==> src/rtl/id_stage_pkg.sv <==
// Shared RV32I decode definitions: widths, opcodes, internal op codes and stage payload types.
// Op codes are grouped so that funct3 can be added to a base value within each format.
package id_stage_pkg;
  localparam int XLEN    = 32;
  localparam int RADDR_W = 5;
  localparam int OP_W    = 6;

  localparam logic [OP_W-1:0] OP_NOP   = 6'd0;
  localparam logic [OP_W-1:0] OP_ADD   = 6'd1,  OP_SLL   = 6'd2,  OP_SLT  = 6'd3,  OP_SLTU  = 6'd4;
  localparam logic [OP_W-1:0] OP_XOR   = 6'd5,  OP_SRL   = 6'd6,  OP_OR   = 6'd7,  OP_AND   = 6'd8;
  localparam logic [OP_W-1:0] OP_SUB   = 6'd9,  OP_SRA   = 6'd10;
  localparam logic [OP_W-1:0] OP_ADDI  = 6'd11, OP_SLLI  = 6'd12, OP_SLTI = 6'd13, OP_SLTIU = 6'd14;
  localparam logic [OP_W-1:0] OP_XORI  = 6'd15, OP_SRLI  = 6'd16, OP_ORI  = 6'd17, OP_ANDI  = 6'd18;
  localparam logic [OP_W-1:0] OP_SRAI  = 6'd19;
  localparam logic [OP_W-1:0] OP_BEQ   = 6'd20, OP_BNE   = 6'd21, OP_BLT  = 6'd24, OP_BGE   = 6'd25;
  localparam logic [OP_W-1:0] OP_BLTU  = 6'd26, OP_BGEU  = 6'd27;
  localparam logic [OP_W-1:0] OP_LB    = 6'd28, OP_LH    = 6'd29, OP_LW   = 6'd30;
  localparam logic [OP_W-1:0] OP_LBU   = 6'd32, OP_LHU   = 6'd33;
  localparam logic [OP_W-1:0] OP_SB    = 6'd36, OP_SH    = 6'd37, OP_SW   = 6'd38;
  localparam logic [OP_W-1:0] OP_LUI   = 6'd40, OP_AUIPC = 6'd41, OP_JAL  = 6'd42, OP_JALR  = 6'd43;

  localparam logic [6:0] OPC_LUI    = 7'b0110111, OPC_AUIPC = 7'b0010111;
  localparam logic [6:0] OPC_JAL    = 7'b1101111, OPC_JALR  = 7'b1100111;
  localparam logic [6:0] OPC_BRANCH = 7'b1100011, OPC_LOAD  = 7'b0000011;
  localparam logic [6:0] OPC_STORE  = 7'b0100011, OPC_OPIMM = 7'b0010011;
  localparam logic [6:0] OPC_OP     = 7'b0110011;

  localparam logic [6:0] F7_BASE = 7'b0000000, F7_ALT = 7'b0100000;
  localparam logic [2:0] F3_ADD  = 3'b000, F3_SLL = 3'b001, F3_SR = 3'b101;

  typedef struct packed {
    logic [RADDR_W-1:0] rs1;
    logic [RADDR_W-1:0] rs2;
    logic [RADDR_W-1:0] rd;
    logic               use_rs1;
    logic               use_rs2;
    logic [XLEN-1:0]    imm;
    logic [OP_W-1:0]    op;
    logic               wreg;
    logic               illegal;
  } dec_t;

  typedef struct packed {
    logic [XLEN-1:0]    pc;
    logic [XLEN-1:0]    op1;
    logic [XLEN-1:0]    op2;
    logic [XLEN-1:0]    imm;
    logic [OP_W-1:0]    op;
    logic [RADDR_W-1:0] rd;
    logic               wreg;
    logic               illegal;
  } idex_t;

  // Loads still in EX have no data yet; those cases are stalled, never forwarded.
  function automatic logic [XLEN-1:0] fwd_sel(
    input logic [RADDR_W-1:0] addr,      input logic [XLEN-1:0] rf_data,
    input logic               ex_wen,    input logic            ex_is_load,
    input logic [RADDR_W-1:0] ex_waddr,  input logic [XLEN-1:0] ex_wdata,
    input logic               mem_wen,   input logic [RADDR_W-1:0] mem_waddr,
    input logic [XLEN-1:0]    mem_wdata);
    if (addr == '0) return '0;
    if (ex_wen && !ex_is_load && (ex_waddr == addr)) return ex_wdata;
    if (mem_wen && (mem_waddr == addr)) return mem_wdata;
    return rf_data;
  endfunction
endpackage

==> src/rtl/id_stage_if.sv <==
// ID/EX handshake bundle: id_stage is the master, EX is the slave.
interface id_stage_if;
  import id_stage_pkg::*;
  logic  valid;
  logic  ready;
  idex_t data;

  modport master (output valid, output data, input ready);
  modport slave  (input valid, input data, output ready);
endinterface

==> src/rtl/id_stage_inst_decode.sv <==
// Combinational RV32I decoder: register fields, read usage, immediate and internal op code.
module id_stage_inst_decode
  import id_stage_pkg::*;
(
  input  logic [31:0] inst_i,
  output dec_t        dec_o
);
  logic [6:0]      opc;
  logic [6:0]      f7;
  logic [2:0]      f3;
  logic [XLEN-1:0] imm_i, imm_s, imm_b, imm_u, imm_j;
  logic            bad;
  logic            wr;
  dec_t            d;

  assign opc   = inst_i[6:0];
  assign f3    = inst_i[14:12];
  assign f7    = inst_i[31:25];
  assign imm_i = {{20{inst_i[31]}}, inst_i[31:20]};
  assign imm_s = {{20{inst_i[31]}}, inst_i[31:25], inst_i[11:7]};
  assign imm_b = {{19{inst_i[31]}}, inst_i[31], inst_i[7], inst_i[30:25], inst_i[11:8], 1'b0};
  assign imm_u = {inst_i[31:12], 12'b0};
  assign imm_j = {{11{inst_i[31]}}, inst_i[31], inst_i[19:12], inst_i[20], inst_i[30:21], 1'b0};

  always_comb begin
    d     = '0;
    bad   = 1'b0;
    wr    = 1'b0;
    d.rs1 = inst_i[19:15];
    d.rs2 = inst_i[24:20];
    case (opc)
      OPC_LUI:   begin d.op = OP_LUI;   d.imm = imm_u; wr = 1'b1; end
      OPC_AUIPC: begin d.op = OP_AUIPC; d.imm = imm_u; wr = 1'b1; end
      OPC_JAL:   begin d.op = OP_JAL;   d.imm = imm_j; wr = 1'b1; end
      OPC_JALR: begin
        d.op = OP_JALR; d.imm = imm_i; d.use_rs1 = 1'b1; wr = 1'b1;
        bad  = (f3 != F3_ADD);
      end
      OPC_BRANCH: begin
        d.op = OP_BEQ + OP_W'(f3); d.imm = imm_b; d.use_rs1 = 1'b1; d.use_rs2 = 1'b1;
        bad  = (f3[2:1] == 2'b01);
      end
      OPC_LOAD: begin
        d.op = OP_LB + OP_W'(f3); d.imm = imm_i; d.use_rs1 = 1'b1; wr = 1'b1;
        bad  = (f3 == 3'd3) || (f3[2:1] == 2'b11);
      end
      OPC_STORE: begin
        d.op = OP_SB + OP_W'(f3); d.imm = imm_s; d.use_rs1 = 1'b1; d.use_rs2 = 1'b1;
        bad  = (f3 > 3'd2);
      end
      OPC_OPIMM: begin
        d.op = OP_ADDI + OP_W'(f3); d.imm = imm_i; d.use_rs1 = 1'b1; wr = 1'b1;
        if (f3 == F3_SLL) bad = (f7 != F7_BASE);
        else if (f3 == F3_SR) begin
          if (f7 == F7_ALT) d.op = OP_SRAI;
          else bad = (f7 != F7_BASE);
        end
      end
      OPC_OP: begin
        d.use_rs1 = 1'b1; d.use_rs2 = 1'b1; wr = 1'b1;
        if (f7 == F7_BASE) d.op = OP_ADD + OP_W'(f3);
        else if ((f7 == F7_ALT) && (f3 == F3_ADD)) d.op = OP_SUB;
        else if ((f7 == F7_ALT) && (f3 == F3_SR)) d.op = OP_SRA;
        else bad = 1'b1;
      end
      default: bad = 1'b1;
    endcase
    if (bad) begin
      d         = '0;
      d.illegal = 1'b1;
    end else begin
      d.rd   = wr ? inst_i[11:7] : '0;
      d.wreg = wr && (inst_i[11:7] != '0);
    end
  end

  assign dec_o = d;
endmodule

==> src/rtl/id_stage.sv <==
// RV32I decode stage: register-file reads, EX/MEM forwarding, load-use stall and the
// ID/EX output register behind a valid/ready handshake.
module id_stage
  import id_stage_pkg::*;
(
  input  logic               clock,
  input  logic               reset,
  input  logic               in_valid_i,
  input  logic [XLEN-1:0]    in_pc_i,
  input  logic [31:0]        in_inst_i,
  output logic               in_ready_o,
  output logic               read1_o,
  output logic               read2_o,
  output logic [RADDR_W-1:0] reg1_addr_o,
  output logic [RADDR_W-1:0] reg2_addr_o,
  input  logic [XLEN-1:0]    reg1_data_i,
  input  logic [XLEN-1:0]    reg2_data_i,
  input  logic               ex_wen_i,
  input  logic [RADDR_W-1:0] ex_waddr_i,
  input  logic [XLEN-1:0]    ex_wdata_i,
  input  logic               ex_is_load_i,
  input  logic               mem_wen_i,
  input  logic [RADDR_W-1:0] mem_waddr_i,
  input  logic [XLEN-1:0]    mem_wdata_i,
  input  logic               flush_i,
  id_stage_if.master         idex
);
  dec_t  dec;
  logic  hazard;
  logic  valid_q, valid_d;
  idex_t data_q, data_d;

  id_stage_inst_decode u_decode (
    .inst_i (in_inst_i),
    .dec_o  (dec)
  );

  assign read1_o     = reset & dec.use_rs1;
  assign read2_o     = reset & dec.use_rs2;
  assign reg1_addr_o = read1_o ? dec.rs1 : '0;
  assign reg2_addr_o = read2_o ? dec.rs2 : '0;

  assign hazard = ex_wen_i & ex_is_load_i & (ex_waddr_i != '0) &
                  ((read1_o & (dec.rs1 == ex_waddr_i)) | (read2_o & (dec.rs2 == ex_waddr_i)));

  // Flush always consumes the wrong-path word so IF can move on to the redirect target.
  assign in_ready_o = reset & (flush_i | (!hazard & (!valid_q | idex.ready)));

  always_comb begin
    valid_d = valid_q;
    data_d  = data_q;
    if (!reset || flush_i) begin
      valid_d = 1'b0;
      data_d  = '0;
    end else if (in_valid_i && in_ready_o) begin
      valid_d        = 1'b1;
      data_d.pc      = in_pc_i;
      data_d.op1     = fwd_sel(reg1_addr_o, reg1_data_i, ex_wen_i, ex_is_load_i, ex_waddr_i,
                               ex_wdata_i, mem_wen_i, mem_waddr_i, mem_wdata_i);
      data_d.op2     = fwd_sel(reg2_addr_o, reg2_data_i, ex_wen_i, ex_is_load_i, ex_waddr_i,
                               ex_wdata_i, mem_wen_i, mem_waddr_i, mem_wdata_i);
      data_d.imm     = dec.imm;
      data_d.op      = dec.op;
      data_d.rd      = dec.rd;
      data_d.wreg    = dec.wreg;
      data_d.illegal = dec.illegal;
    end else if (idex.ready) begin
      valid_d = 1'b0;
    end
  end

  always_ff @(posedge clock) begin
    valid_q <= valid_d;
    data_q  <= data_d;
  end

  assign idex.valid = valid_q;
  assign idex.data  = data_q;
endmodule

==> src/flat_wrapper.sv <==
// flat-port wrapper written by rule: the top's interface ports become plain ports
module id_stage_flat import id_stage_pkg::*;
  (clock, reset, in_valid_i, in_pc_i, in_inst_i, in_ready_o, read1_o, read2_o, reg1_addr_o, reg2_addr_o, reg1_data_i, reg2_data_i, ex_wen_i, ex_waddr_i, ex_wdata_i, ex_is_load_i, mem_wen_i, mem_waddr_i, mem_wdata_i, flush_i, idex_valid, idex_data, idex_ready);
  id_stage_if idex_i ();
  input  logic clock;
  input  logic reset;
  input  logic in_valid_i;
  input  logic [XLEN-1:0] in_pc_i;
  input  logic [31:0] in_inst_i;
  output logic in_ready_o;
  output logic read1_o;
  output logic read2_o;
  output logic [RADDR_W-1:0] reg1_addr_o;
  output logic [RADDR_W-1:0] reg2_addr_o;
  input  logic [XLEN-1:0] reg1_data_i;
  input  logic [XLEN-1:0] reg2_data_i;
  input  logic ex_wen_i;
  input  logic [RADDR_W-1:0] ex_waddr_i;
  input  logic [XLEN-1:0] ex_wdata_i;
  input  logic ex_is_load_i;
  input  logic mem_wen_i;
  input  logic [RADDR_W-1:0] mem_waddr_i;
  input  logic [XLEN-1:0] mem_wdata_i;
  input  logic flush_i;
  output wire logic [$bits(idex_i.valid)-1:0] idex_valid;
  output wire logic [$bits(idex_i.data)-1:0] idex_data;
  input wire logic [$bits(idex_i.ready)-1:0] idex_ready;
  assign idex_valid = idex_i.valid;
  assign idex_data = idex_i.data;
  assign idex_i.ready = idex_ready;
  id_stage u_core (.clock(clock), .reset(reset), .in_valid_i(in_valid_i), .in_pc_i(in_pc_i), .in_inst_i(in_inst_i), .in_ready_o(in_ready_o), .read1_o(read1_o), .read2_o(read2_o), .reg1_addr_o(reg1_addr_o), .reg2_addr_o(reg2_addr_o), .reg1_data_i(reg1_data_i), .reg2_data_i(reg2_data_i), .ex_wen_i(ex_wen_i), .ex_waddr_i(ex_waddr_i), .ex_wdata_i(ex_wdata_i), .ex_is_load_i(ex_is_load_i), .mem_wen_i(mem_wen_i), .mem_waddr_i(mem_waddr_i), .mem_wdata_i(mem_wdata_i), .flush_i(flush_i), .idex(idex_i));
endmodule
==> config.mk <==
export PLATFORM = sky130hd
export DESIGN_NAME = id_stage_flat
export DESIGN_NICKNAME = d
export VERILOG_FILES = /design/src/rtl/id_stage_pkg.sv /design/src/rtl/id_stage_if.sv /design/src/rtl/id_stage_inst_decode.sv /design/src/rtl/id_stage.sv /design/src/flat_wrapper.sv
export SDC_FILE = /design/constraint.sdc
export NUM_CORES = 1
export LEC_CHECK = 0
export ABC_AREA = 1
export BUFFER_PORTS_ARGS = -buffer_cell sky130_fd_sc_hd__buf_2
export CAP_MARGIN = 20
export CORE_UTILIZATION = 41
export CTS_CLUSTER_SIZE = 12
export DETAILED_ROUTE_END_ITERATION = 10
export GPL_TIMING_DRIVEN = 0
export MAX_ROUTING_LAYER = met4
export PLACE_DENSITY_LB_ADDON = 0.3
export SLEW_MARGIN = 20
export SYNTH_ARGS = -nofsm -noshare
export SYNTH_HDL_FRONTEND = slang
export SYNTH_SLANG_ARGS = --single-unit
==> constraint.sdc <==
create_clock -name clock -period 2.5 [get_ports clock]
set_input_delay 0 -clock clock [delete_from_list [all_inputs] [get_ports clock]]
set_output_delay 0 -clock clock [all_outputs]
set_load 0.01 [all_outputs]
==> out/metrics.csv <==
metric,value,unit
status,finished clean,
Sink Count,142,
root buf cell,clkbuf_16,
fin crit share,97.97,%
Layout fillers,2366,
Clock power frac,40.8,%
Worst EP arrival,2.80,ns
CP startpoint kind,input pin,
routed len/inst,15.76,um
Worst Hold Class,input pin to flip-flop,
CP Launch Point,in_inst_i[29],
CP max stage delay,0.23,ns
vias in the first global route,11740,
pre-CTS WS,-1.151,ns
final wirelength,41770,um
critical-path cell list,"buf_2, nor2_1, nand2_1, nor2_4, buf_4, o21ai_2, nand2_1, nand2_2, nand2_4, buf_8, nand4_1, nand2_1, nor2_1, nand3_1, nand2_1, nand2_2, nand2_2, nand2_4, nand3_4, buf_6, buf_6, nand2_1, nand2_1, nor2_1",
Post-Syn Nets,2047,
Synth-to-Final Area Change,43.85,%
CP endpoint kind,flip-flop,
Layout Cells excl Fill,2651,
mapped cell area,10040,um^2
ANT nets after route,0,
initial antenna violation count,1,
"Distinct cells, synth",37,
final hold vios,0,
fin area,14440,um^2
all-layer global routing usage,32.76,%
Max Slew Vio Count,0,
Via density,4.911,
Ports,365,
first-pass iteration count of the detailed router,8,
Syn Inst Count,1831,
Slew HR,47.70,%
Worst R2R Start,u_core.idex.valid,
CP max FO,10,
die width,158.5,um
minimum clock period,2.449,ns
max_cap viols,0,
syn_area_per_cell,5.482,um^2
measured slew at the worst slew-check pin,0.7845,ns
setup ws final,0.05087,ns
total gr overflow,0,
crit path kind,input pin to flip-flop,
ys async rst share,0,%
CP Data Required Time,2.85,ns
CP top delay family,simple AND/OR/NAND/NOR gates,
total CTS buffers,17,
total core area,23750,um^2
multi-input logic area,5893,um^2
Comb power frac,20.7,%
sw power,1.983,mW
Die Ht,158.5,um
Int Pwr,4.172,mW
Post-route DRC,0,
deepest clock path buffer count,2,
layout cells sized above 1,25.78,%
Final HPWL DP,30890,um
Core Rows,56,
Hold Crit Start,in_inst_i[13],
FF/Latch Area,2843,um^2
PwrDens,426.2,nW/um^2
clock slew at reported path FFs,0.07,ns
Cell Count Post-Placement,2511,
sw frac,32.21,%
first-pass GRT wire length,61020,um
Layout Nets,2534,
Max Fclk,408.3,MHz
die area,25110,um^2
prevailing post-synth register cell,dfxtp_1,
post-synthesis sequential area ratio,28.32,%
CTS tree,built,
Post-synth EDFFs,0,
Initial Util,42.26,%
skew final,0.01821,ns
Skew-Pair Late Insertion Delay,0.43,ns
Max H-tree Level,4,
Reg power frac,38.5,%
Worst path slowest cell,nand3_4,
warnings from Yosys,0,
pin count of the biggest net entering global routing,17,
placed cell areas,12240,um^2
Yosys reg bits,142,
TNS Setup,0,ns
WP buf/inv,5,
P_leak,8.417,nW
critical path's most frequent cell,nand2_1,
initial drt markers,974,
final setup fails,0,
Buffers on Ports,361,
Worst VDD drop,285.9,uV
DR vias,13020,
GP Congestion,0.9730,
==> state kept, by name (all words and copies together) (netlist names) <==
register and flops:
u_core.idex.data 141, u_core.idex.valid 1
==> timing repair <==
item,4_1_cts,5_1_grt
cloned,2,6
gates resized for setup,55,115
pin swaps,4,39
buffers inserted,6,29
hold buffers,65,0
endpoints found under the hold margin,66,0
setup endpoints to repair,123,142
==> cell families after synthesis <==
group,count (synthesis),synth area share (%)
adder cells (fa/ha/maj),6,0.7478
AND/OR/NAND/NOR,1225,50.34
XOR/XNOR,1,0.08727
buffers and inverters,396,17.01
flip-flops,142,28.32
AO/OA/AOI/OAI,61,3.490
==> synthesized netlist by cell type, types with 3 or more instances <==
master	instances	share of area, %
nand2_2	7	0.44
buf_6	21	2.4
inv_2	5	0.19
o211ai_1	4	0.30
nor2_1	460	17
buf_4	8	0.60
inv_1	293	11
nand3_1	128	6.4
nand4_1	63	3.9
ha_1	6	0.75
nor2_4	5	0.56
buf_2	27	1.3
a31oi_1	4	0.25
a21oi_1	13	0.65
buf_1	11	0.41
o21ai_0	27	1.3
nor2_2	8	0.50
dfxtp_1	142	28
nand2_1	543	20
clkbuf_1	30	1.1
o22ai_1	3	0.19
nand3_2	4	0.40
==> power groups by stage <==
stage                     clock (mW)  sequential [mW]  combinational (mW)
after floorplan                    0             2.45               0.542
after global placement             0             2.42                1.04
after detailed placement           0             2.42                1.04
after CTS                       2.54             2.37                1.16
after global routing            2.65             2.38                1.39
final                           2.51             2.37                1.28
==> area by class of cell <==
class,instances,share of cell area (%)
Inverter,299,7.824
Multi-Input combinational cell,1294,40.81
Clock buffer,17,2.946
Sequential cell,142,19.69
Buffer,97,4.861
Tap cell,319,2.764
Timing Repair Buffer,467,20.23
Antenna cell,1,0.01733
Clock inverter,15,0.8578
==> cells in the final DEF, fill, tap and decap left out, types with 23 or more instances in the layout <==
cell	synthesis	layout
buf_6	21	23
buf_2	27	376
dlygate4sd3_1	0	65
o21ai_0	27	26
nand3_1	128	117
inv_1	293	287
dfxtp_1	142	142
nor2_1	460	433
nand2_1	543	528
buf_4	8	45
nand4_1	63	63
nor2_4	5	24
==> tightest hold or removal path, stage by stage <==
cell and delay [ns]:
buf_6 0.12, nand2_1 0.07, a21oi_1 0.06, nor2_1 0.10
nor2_1 0.05
==> worst paths after layout <==
kind                                 to  slack [ns]  depth (start not counted)
setup / recovery  u_core.idex.data[124]        0.05                         24
hold reg to reg    u_core.idex.data[77]        0.51                          4
hold / removal     u_core.idex.data[26]      0.0004                          5
setup reg to reg  u_core.idex.data[124]        0.92                          9
==> routing by layer <==
| metal | vias to the layer above | track usage, % | part of all wire (%) |
|---|---|---|---|
| met5 | - | - | 0 |
| met4 | 0 | 13.83 | 4.1 |
| met3 | 100 | 7.376 | 8.0 |
| met2 | 587 | 54.93 | 47 |
| met1 | 5842 | 37.51 | 41 |
| li1 | 6489 | - | - |
==> stage by stage <==
step | total power, mW | hold slack [ns] | utilization [%]
after detailed placement | 3.463 | 0.2268 | 51.55
final | 6.155 | 0.0004496 | 60.79
after global routing | 6.417 | 0.02883 | 60.79
after global placement | 3.458 | 0.2223 | 51.55
after floorplan | 2.993 | 0.1278 | -
after CTS | 6.070 | 0.002736 | 57.78
(Power assumes the default switching activity.)
